**src/rtl/uart_tx_arbiter.sv**
```systemverilog
// Round-robin, packet-locked arbiter sharing one UART transmit port between two byte requesters.
// Latency: one cycle from IDLE to grant, combinational data mux while granted; backpressure passes straight to the granted requester.
module uart_tx_arbiter #(
   parameter int CNT_WIDTH = 16
) (
   input  logic                 clk,
   input  logic                 reset,
   input  logic [7:0]           req0_data,
   input  logic                 req0_valid,
   input  logic                 req0_last,
   output logic                 req0_ready,
   input  logic [7:0]           req1_data,
   input  logic                 req1_valid,
   input  logic                 req1_last,
   output logic                 req1_ready,
   output logic [7:0]           uart_data,
   output logic                 uart_valid,
   input  logic                 uart_ready,
   input  logic                 clear_counts,
   output logic                 busy,
   output logic                 grant_id,
   output logic [CNT_WIDTH-1:0] count0,
   output logic [CNT_WIDTH-1:0] count1
);

   typedef enum logic [1:0] {
      IDLE   = 2'd0,
      GRANT0 = 2'd1,
      GRANT1 = 2'd2
   } state_t;

   state_t state;
   state_t state_nxt;
   logic   last_grant;
   logic   last_grant_nxt;
   logic   hs0;
   logic   hs1;

   assign hs0 = (state == GRANT0) && req0_valid && uart_ready;
   assign hs1 = (state == GRANT1) && req1_valid && uart_ready;

   always_ff @(posedge clk) begin
      if (reset) begin
         state      <= IDLE;
         last_grant <= 1'b1;
      end else begin
         state      <= state_nxt;
         last_grant <= last_grant_nxt;
      end
   end

   always_comb begin
      state_nxt      = state;
      last_grant_nxt = last_grant;
      uart_data      = 8'h00;
      uart_valid     = 1'b0;
      req0_ready     = 1'b0;
      req1_ready     = 1'b0;
      busy           = 1'b0;
      grant_id       = last_grant;
      case (state)
         IDLE: begin
            // On a tie the requester that was not served last wins
            if (req0_valid && req1_valid) begin
               state_nxt = last_grant ? GRANT0 : GRANT1;
            end else if (req0_valid) begin
               state_nxt = GRANT0;
            end else if (req1_valid) begin
               state_nxt = GRANT1;
            end
         end
         GRANT0: begin
            uart_data  = req0_data;
            uart_valid = req0_valid;
            req0_ready = uart_ready;
            busy       = 1'b1;
            grant_id   = 1'b0;
            if (hs0 && req0_last) begin
               state_nxt      = IDLE;
               last_grant_nxt = 1'b0;
            end
         end
         GRANT1: begin
            uart_data  = req1_data;
            uart_valid = req1_valid;
            req1_ready = uart_ready;
            busy       = 1'b1;
            grant_id   = 1'b1;
            if (hs1 && req1_last) begin
               state_nxt      = IDLE;
               last_grant_nxt = 1'b1;
            end
         end
         default: begin
            state_nxt = IDLE;
         end
      endcase
   end

   // Saturating counters; clear wins over a same-cycle handshake
   always_ff @(posedge clk) begin
      if (reset || clear_counts) begin
         count0 <= '0;
         count1 <= '0;
      end else begin
         if (hs0 && (count0 != '1)) begin
            count0 <= count0 + CNT_WIDTH'(1);
         end
         if (hs1 && (count1 != '1)) begin
            count1 <= count1 + CNT_WIDTH'(1);
         end
      end
   end

endmodule

```
**config.mk**
```make
export PLATFORM = sky130hd
export DESIGN_NAME = uart_tx_arbiter
export DESIGN_NICKNAME = d
export VERILOG_FILES = /design/src/rtl/uart_tx_arbiter.sv
export SDC_FILE = /design/constraint.sdc
export NUM_CORES = 1
export LEC_CHECK = 0
export CORE_UTILIZATION = 46
export CTS_CLUSTER_DIAMETER = 30
export DETAILED_ROUTE_END_ITERATION = 10
export PLACE_DENSITY_LB_ADDON = 0.3
export SKIP_LAST_GASP = 1
export SYNTH_ARGS = -nofsm -noshare
export SYNTH_HDL_FRONTEND = slang
export SYNTH_SLANG_ARGS = --single-unit
```
**constraint.sdc**
```tcl
create_clock -name clk -period 2 [get_ports clk]
set_input_delay 0.4 -clock clk [delete_from_list [all_inputs] [get_ports clk]]
set_output_delay 0.4 -clock clk [all_outputs]
set_load 0.05 [all_outputs]
```
Word level (Yosys, flattened, before mapping) --
Index checks and enable logic that the tools add are counted.
Storage, ports and cells: bits in registers 35, input port bits 24, output and inout port bits 45, logic and storage cells 44
Cells by class: add/sub/neg operators 2, eq/ne operators 7, muxes and demuxes 16, reduce and logical (&&, ||, !) cells 15
Operators by type and width (number):
- 16-bit by 1-bit adder with 16-bit output, second input constant | 2
- 16-bit inequality test, second input constant | 2
- 8-bit case mux with 2 select lines | 1
- 2-bit two-way mux | 6
- 1-bit logical AND | 9
- 1-bit case mux with 2 select lines | 3
- 2-bit case mux with 3 select lines | 1
- 3-bit AND reduction | 2
- 1-bit two-way mux | 5
- 2-bit by 1-bit inequality test with 1-bit output, second input constant | 2
- 4-bit inequality test, second input constant | 1
- 2-bit by 1-bit == test with 1-bit output, second input constant | 1
- 2-bit == test, second input constant | 1
- 2-bit zero test | 1
- 2-bit nonzero test | 1
- 2-bit OR reduction | 1
- 1-bit logical OR | 1

Logic depth before layout (Yosys ltp) --
depth after elaboration 6, mapped depth 8, mapped depth without buffers 6

Worst setup path after synthesis --
Ideal clock, no wire load.
path kind register to output, start point register state[0], end point output port grant_id, arrival 2.215 ns, data required time 1.600 ns, path slack -0.615 ns, cell stages (with the launch flop) 5, path buffers 1, path through dfxtp_1 inv_1 ha_1 clkbuf_1 o21ai_0
Between the ends: word-level cells in the longest chain between the ends 2
Ends and longest elaborated chain:
- start: declaration | line 32 | state_t state;
- start signal: assignment | line 47 | state <= state_nxt;
- 2-bit == test / 2-bit by 1-bit == test with 1-bit output (equally long branches) | line 61 | case (state)
- 1-bit case mux with 2 select lines * | line 61
- end: declaration | line 21 | output logic grant_id,
Every way passes the cells marked *; elsewhere a longest branch is shown, timed or not.

Worst setup path in the final report --
start point register state[1], end point output port uart_valid
Between the ends: word-level cells in the longest chain between the ends 2
Ends and longest elaborated chain:
- 2-bit == test / 2-bit by 1-bit == test with 1-bit output (equally long branches) | line 61
- 1-bit case mux with 2 select lines * | line 61
- end: declaration | line 17 | output logic uart_valid,
Marked as above.

==> reports/results.md <==
* result of the run: completed
* Routed wire per std cell: 15.1 um
* crit-path max FO: 13
* proportion of synthesized chip area in sequential cells: 0.331
* area of the mapped netlist: 2110 um^2
* share of cells above drive strength 1: 0.251
* required time of the worst setup path: 1.60 ns
* area share of the leading cell type in the synthesized netlist: 0.331
* RePlAce Congestion: 0.872
* total wire length after detailed routing: 5980 um
* full die area: 4870 um^2
* placeable core region: 4380 um^2
* horizontal die dimension: 69.8 um
* worst endpoint data arrival time: 1.57 ns
* number of buffers inserted by port buffering: 68
* max_cap viols: 0
* grt peak-use layer: met2
* leading post-synthesis cells by instance count: sky130_fd_sc_hd__dfxtp_1 (35), sky130_fd_sc_hd__a21oi_1 (20), sky130_fd_sc_hd__nand2_1 (20), sky130_fd_sc_hd__nand3_1 (15)
* type of the worst min-delay path: reg2reg
* clock tree skew after final layout: 0.0111 ns
* critical path capture point type: output port
* highest-delay cell along the critical path: sky130_fd_sc_hd__dfxtp_2
* cell chosen for the clock root: sky130_fd_sc_hd__clkbuf_8
* synth warn: 0
* slew at the pin closest to its max-slew limit: 0.505 ns
* Main synth FF type: sky130_fd_sc_hd__dfxtp_1
* P per Cell Area: 521 nW/um^2
* detail-routed via count per cell: 6.12
* DRC errors left: 0
* period utilisation layout: 0.987
* max-slew violation count: 0
* vertical extent of the die: 69.8 um
* crit-path cells: inv_1, ha_1, buf_6, a22oi_1, nor2b_2, buf_12
* headroom to the max-slew limit: 0.662
* Post-Synthesis Mean Instance Area: 8.29 um^2
* number of global-route vias before repair: 2,270
* number of storage elements in the synthesis netlist: 35
* 1st-pass router iterations: 4
* largest net degree at the start of global routing: 14
* count of filler cells inserted in the layout: 305
* global routing usage on met2: 0.391
* CTS sink count: 35
* area grow syn2layout: 55.3%
* number of buffers added by the clock tree synthesis step: 5
* detailed placement HPWL: 4390 um
* DR iter-0 viols: 213
* Global Route met3 Usage: 0.0523
* launching element type of the critical path: flop
* global-route wire length before repair: 10,000 um
* top-count cell post-synth: sky130_fd_sc_hd__dfxtp_1
* Synthesized Nets: 284
* number of synthesized flops with an enable pin: 0
* count of nets left with antenna violations after detail routing: 0
* final-report hold violation count: 0
* Max IR drop VDD: 0.393 mV
* Diodes inserted: 0
* htree depth: 2
* TritonCTS clock tree: yes
* setup total negative slack: 0 ns
* critical path class: reg2out
* post-synthesis async set-or-reset flop share: 0
* I/O pin total: 69
* clock slew at reported path FFs: 0.07 ns
* top area cells in the synthesized netlist: sky130_fd_sc_hd__dfxtp_1 (33%), sky130_fd_sc_hd__a21oi_1 (4.7%), sky130_fd_sc_hd__o31ai_1 (3.9%)
* Largest stage delay, worst path: 0.34 ns
* post-route minimum period: 1.97 ns
* FP Rows: 24
* clock insertion delay at the later pin of the skew report: 0.29 ns
* starting density of the core: 0.482
* post-synthesis instance total: 255
* final setup violating endpoints: 0
* Synth area leader: sky130_fd_sc_hd__dfxtp_1
* count of unique library cells instantiated by Yosys: 45
* maximum frequency from static timing analysis: 506 MHz
* share of the core filled with cells in the final layout: 0.749
* aggregate global-route resource usage: 0.249
* Reg2Reg Depth: 5
* total congestion overflow: 0
* buffers inserted during post-CTS setup optimization: 0
* Static Leak: 1.19 nW
* met1 layer usage reported by global route: 0.331
* Min-Delay Path Depth: 2
* Hold Buf Count CTS: 0
* vias: 2,418
* initial antenna violation count: 0
* Final Net Count: 371
* maximum root-to-sink buffer count: 2
==> per-layer routing <==
metal  vias up  routed length (um)
met4         0                 122
met3        14                 357
li1       1182                   -
met2        93                2760
met1      1129                2740
met5         -                   0
==> sequential cells by signal (all words and copies together) (netlist names) <==
| signal | flops |
|---|---|
| count1 | 16 |
| state | 2 |
| count0 | 16 |
| last_grant | 1 |
==> what timing repair did <==
item / in CTS / in global routing
endpoints found under the setup margin: 10 / 13
gates resized for setup: 2 / 16
hold endpoints to repair: 0 / 0
==> metrics by stage <==
step	hold slack [ns]	cells	power (mW)	area (um^2)	setup slack (ns)
4_1_cts	0.503	395	1.68	3210	0.00197
6_report	0.504	395	1.71	3280	0.0256
3_5_place_dp	0.490	387	1.19	3130	-0.111
2_1_floorplan	0.471	255	0.967	2140	-0.137
3_3_place_gp	0.483	387	1.18	3130	-0.0448
5_1_grt	0.531	395	1.78	3280	-0.0459
==> logic make-up after synthesis <==
logic type / count (synthesis) / synth area share
adder cells (fa/ha/maj): 5 / 0.0296
AND/OR/NAND/NOR: 113 / 0.328
buffers and inverters: 22 / 0.0503
AO/OA/AOI/OAI: 77 / 0.246
multiplexers: 3 / 0.0142
flip-flops: 35 / 0.331
==> path summary, 6_finish.rpt <==
| kind | slack [ns] | start | endpoint |
|---|---|---|---|
| worst max-delay path | 0.03 | state[1]$_SDFFE_PP0P_ | uart_valid |
| worst min-delay path | 0.50 | count0[0]$_SDFFE_PP0P_ | count0[0]$_SDFFE_PP0P_ |
| worst max register to register | 0.13 | count1[0]$_SDFFE_PP0P_ | count1[3]$_SDFFE_PP0P_ |
| worst min register to register | 0.50 | count0[0]$_SDFFE_PP0P_ | count0[0]$_SDFFE_PP0P_ |
==> layout by cell type (no fill, tap or decap), types with 3 or more instances in the layout <==
cell / synthesis / layout
sky130_fd_sc_hd__nand2_1: 20 / 20
sky130_fd_sc_hd__nor2b_2: 0 / 9
sky130_fd_sc_hd__clkdlybuf4s50_1: 0 / 45
sky130_fd_sc_hd__o21ai_0: 10 / 9
sky130_fd_sc_hd__nand3_1: 15 / 15
sky130_fd_sc_hd__buf_12: 0 / 13
sky130_fd_sc_hd__and4_1: 8 / 8
sky130_fd_sc_hd__clkbuf_8: 0 / 5
sky130_fd_sc_hd__ha_1: 5 / 3
sky130_fd_sc_hd__and2_1: 4 / 4
sky130_fd_sc_hd__mux2i_1: 3 / 3
sky130_fd_sc_hd__or3_1: 11 / 11
sky130_fd_sc_hd__a31oi_1: 4 / 4
sky130_fd_sc_hd__a21oi_1: 20 / 20
sky130_fd_sc_hd__dfxtp_1: 35 / 31
sky130_fd_sc_hd__buf_4: 1 / 33
sky130_fd_sc_hd__o311ai_0: 6 / 6
sky130_fd_sc_hd__inv_1: 7 / 6
sky130_fd_sc_hd__and3_1: 7 / 7
sky130_fd_sc_hd__nor3_1: 5 / 5
sky130_fd_sc_hd__nand4_1: 9 / 9
sky130_fd_sc_hd__or4_1: 9 / 9
sky130_fd_sc_hd__o31ai_1: 11 / 11
sky130_fd_sc_hd__nor2_1: 5 / 5
sky130_fd_sc_hd__dfxtp_2: 0 / 4
sky130_fd_sc_hd__dlymetal6s2s_1: 0 / 3
sky130_fd_sc_hd__o41ai_1: 5 / 5
sky130_fd_sc_hd__o21a_1: 3 / 3
sky130_fd_sc_hd__a22oi_2: 0 / 8
==> worst max-delay path, delay by kind of cell (launching register included) <==
kind	cells	cell delay, ns
AOI/OAI and AO/OA	1	0.09
adders and majority gates	1	0.23
buffers and inverters	3	0.45
DFF	1	0.34
and+or+nand+nor	1	0.17
==> layout make-up <==
type | count | area [um^2] | area share
Clock buffer | 7 | 76.3 | 0.0232
Clock inverter | 1 | 5.00 | 0.00152
Inverter | 7 | 26.3 | 0.00800
Multi-Input combinational cell | 198 | 1400 | 0.426
Sequential cell | 35 | 706 | 0.215
Tap cell | 52 | 65.1 | 0.0198
Timing Repair Buffer | 95 | 1010 | 0.307
==> report_power, final <==
group | leakage (nW) | internal, mW | switching (mW) | total (mW)
clock | 0.0422 | 0.244 | 0.252 | 0.496
combinational | 0.863 | 0.251 | 0.250 | 0.501
sequential | 0.284 | 0.706 | 0.00940 | 0.716
total | 1.19 | 1.20 | 0.511 | 1.71
Power figures use the tool's default switching activity.
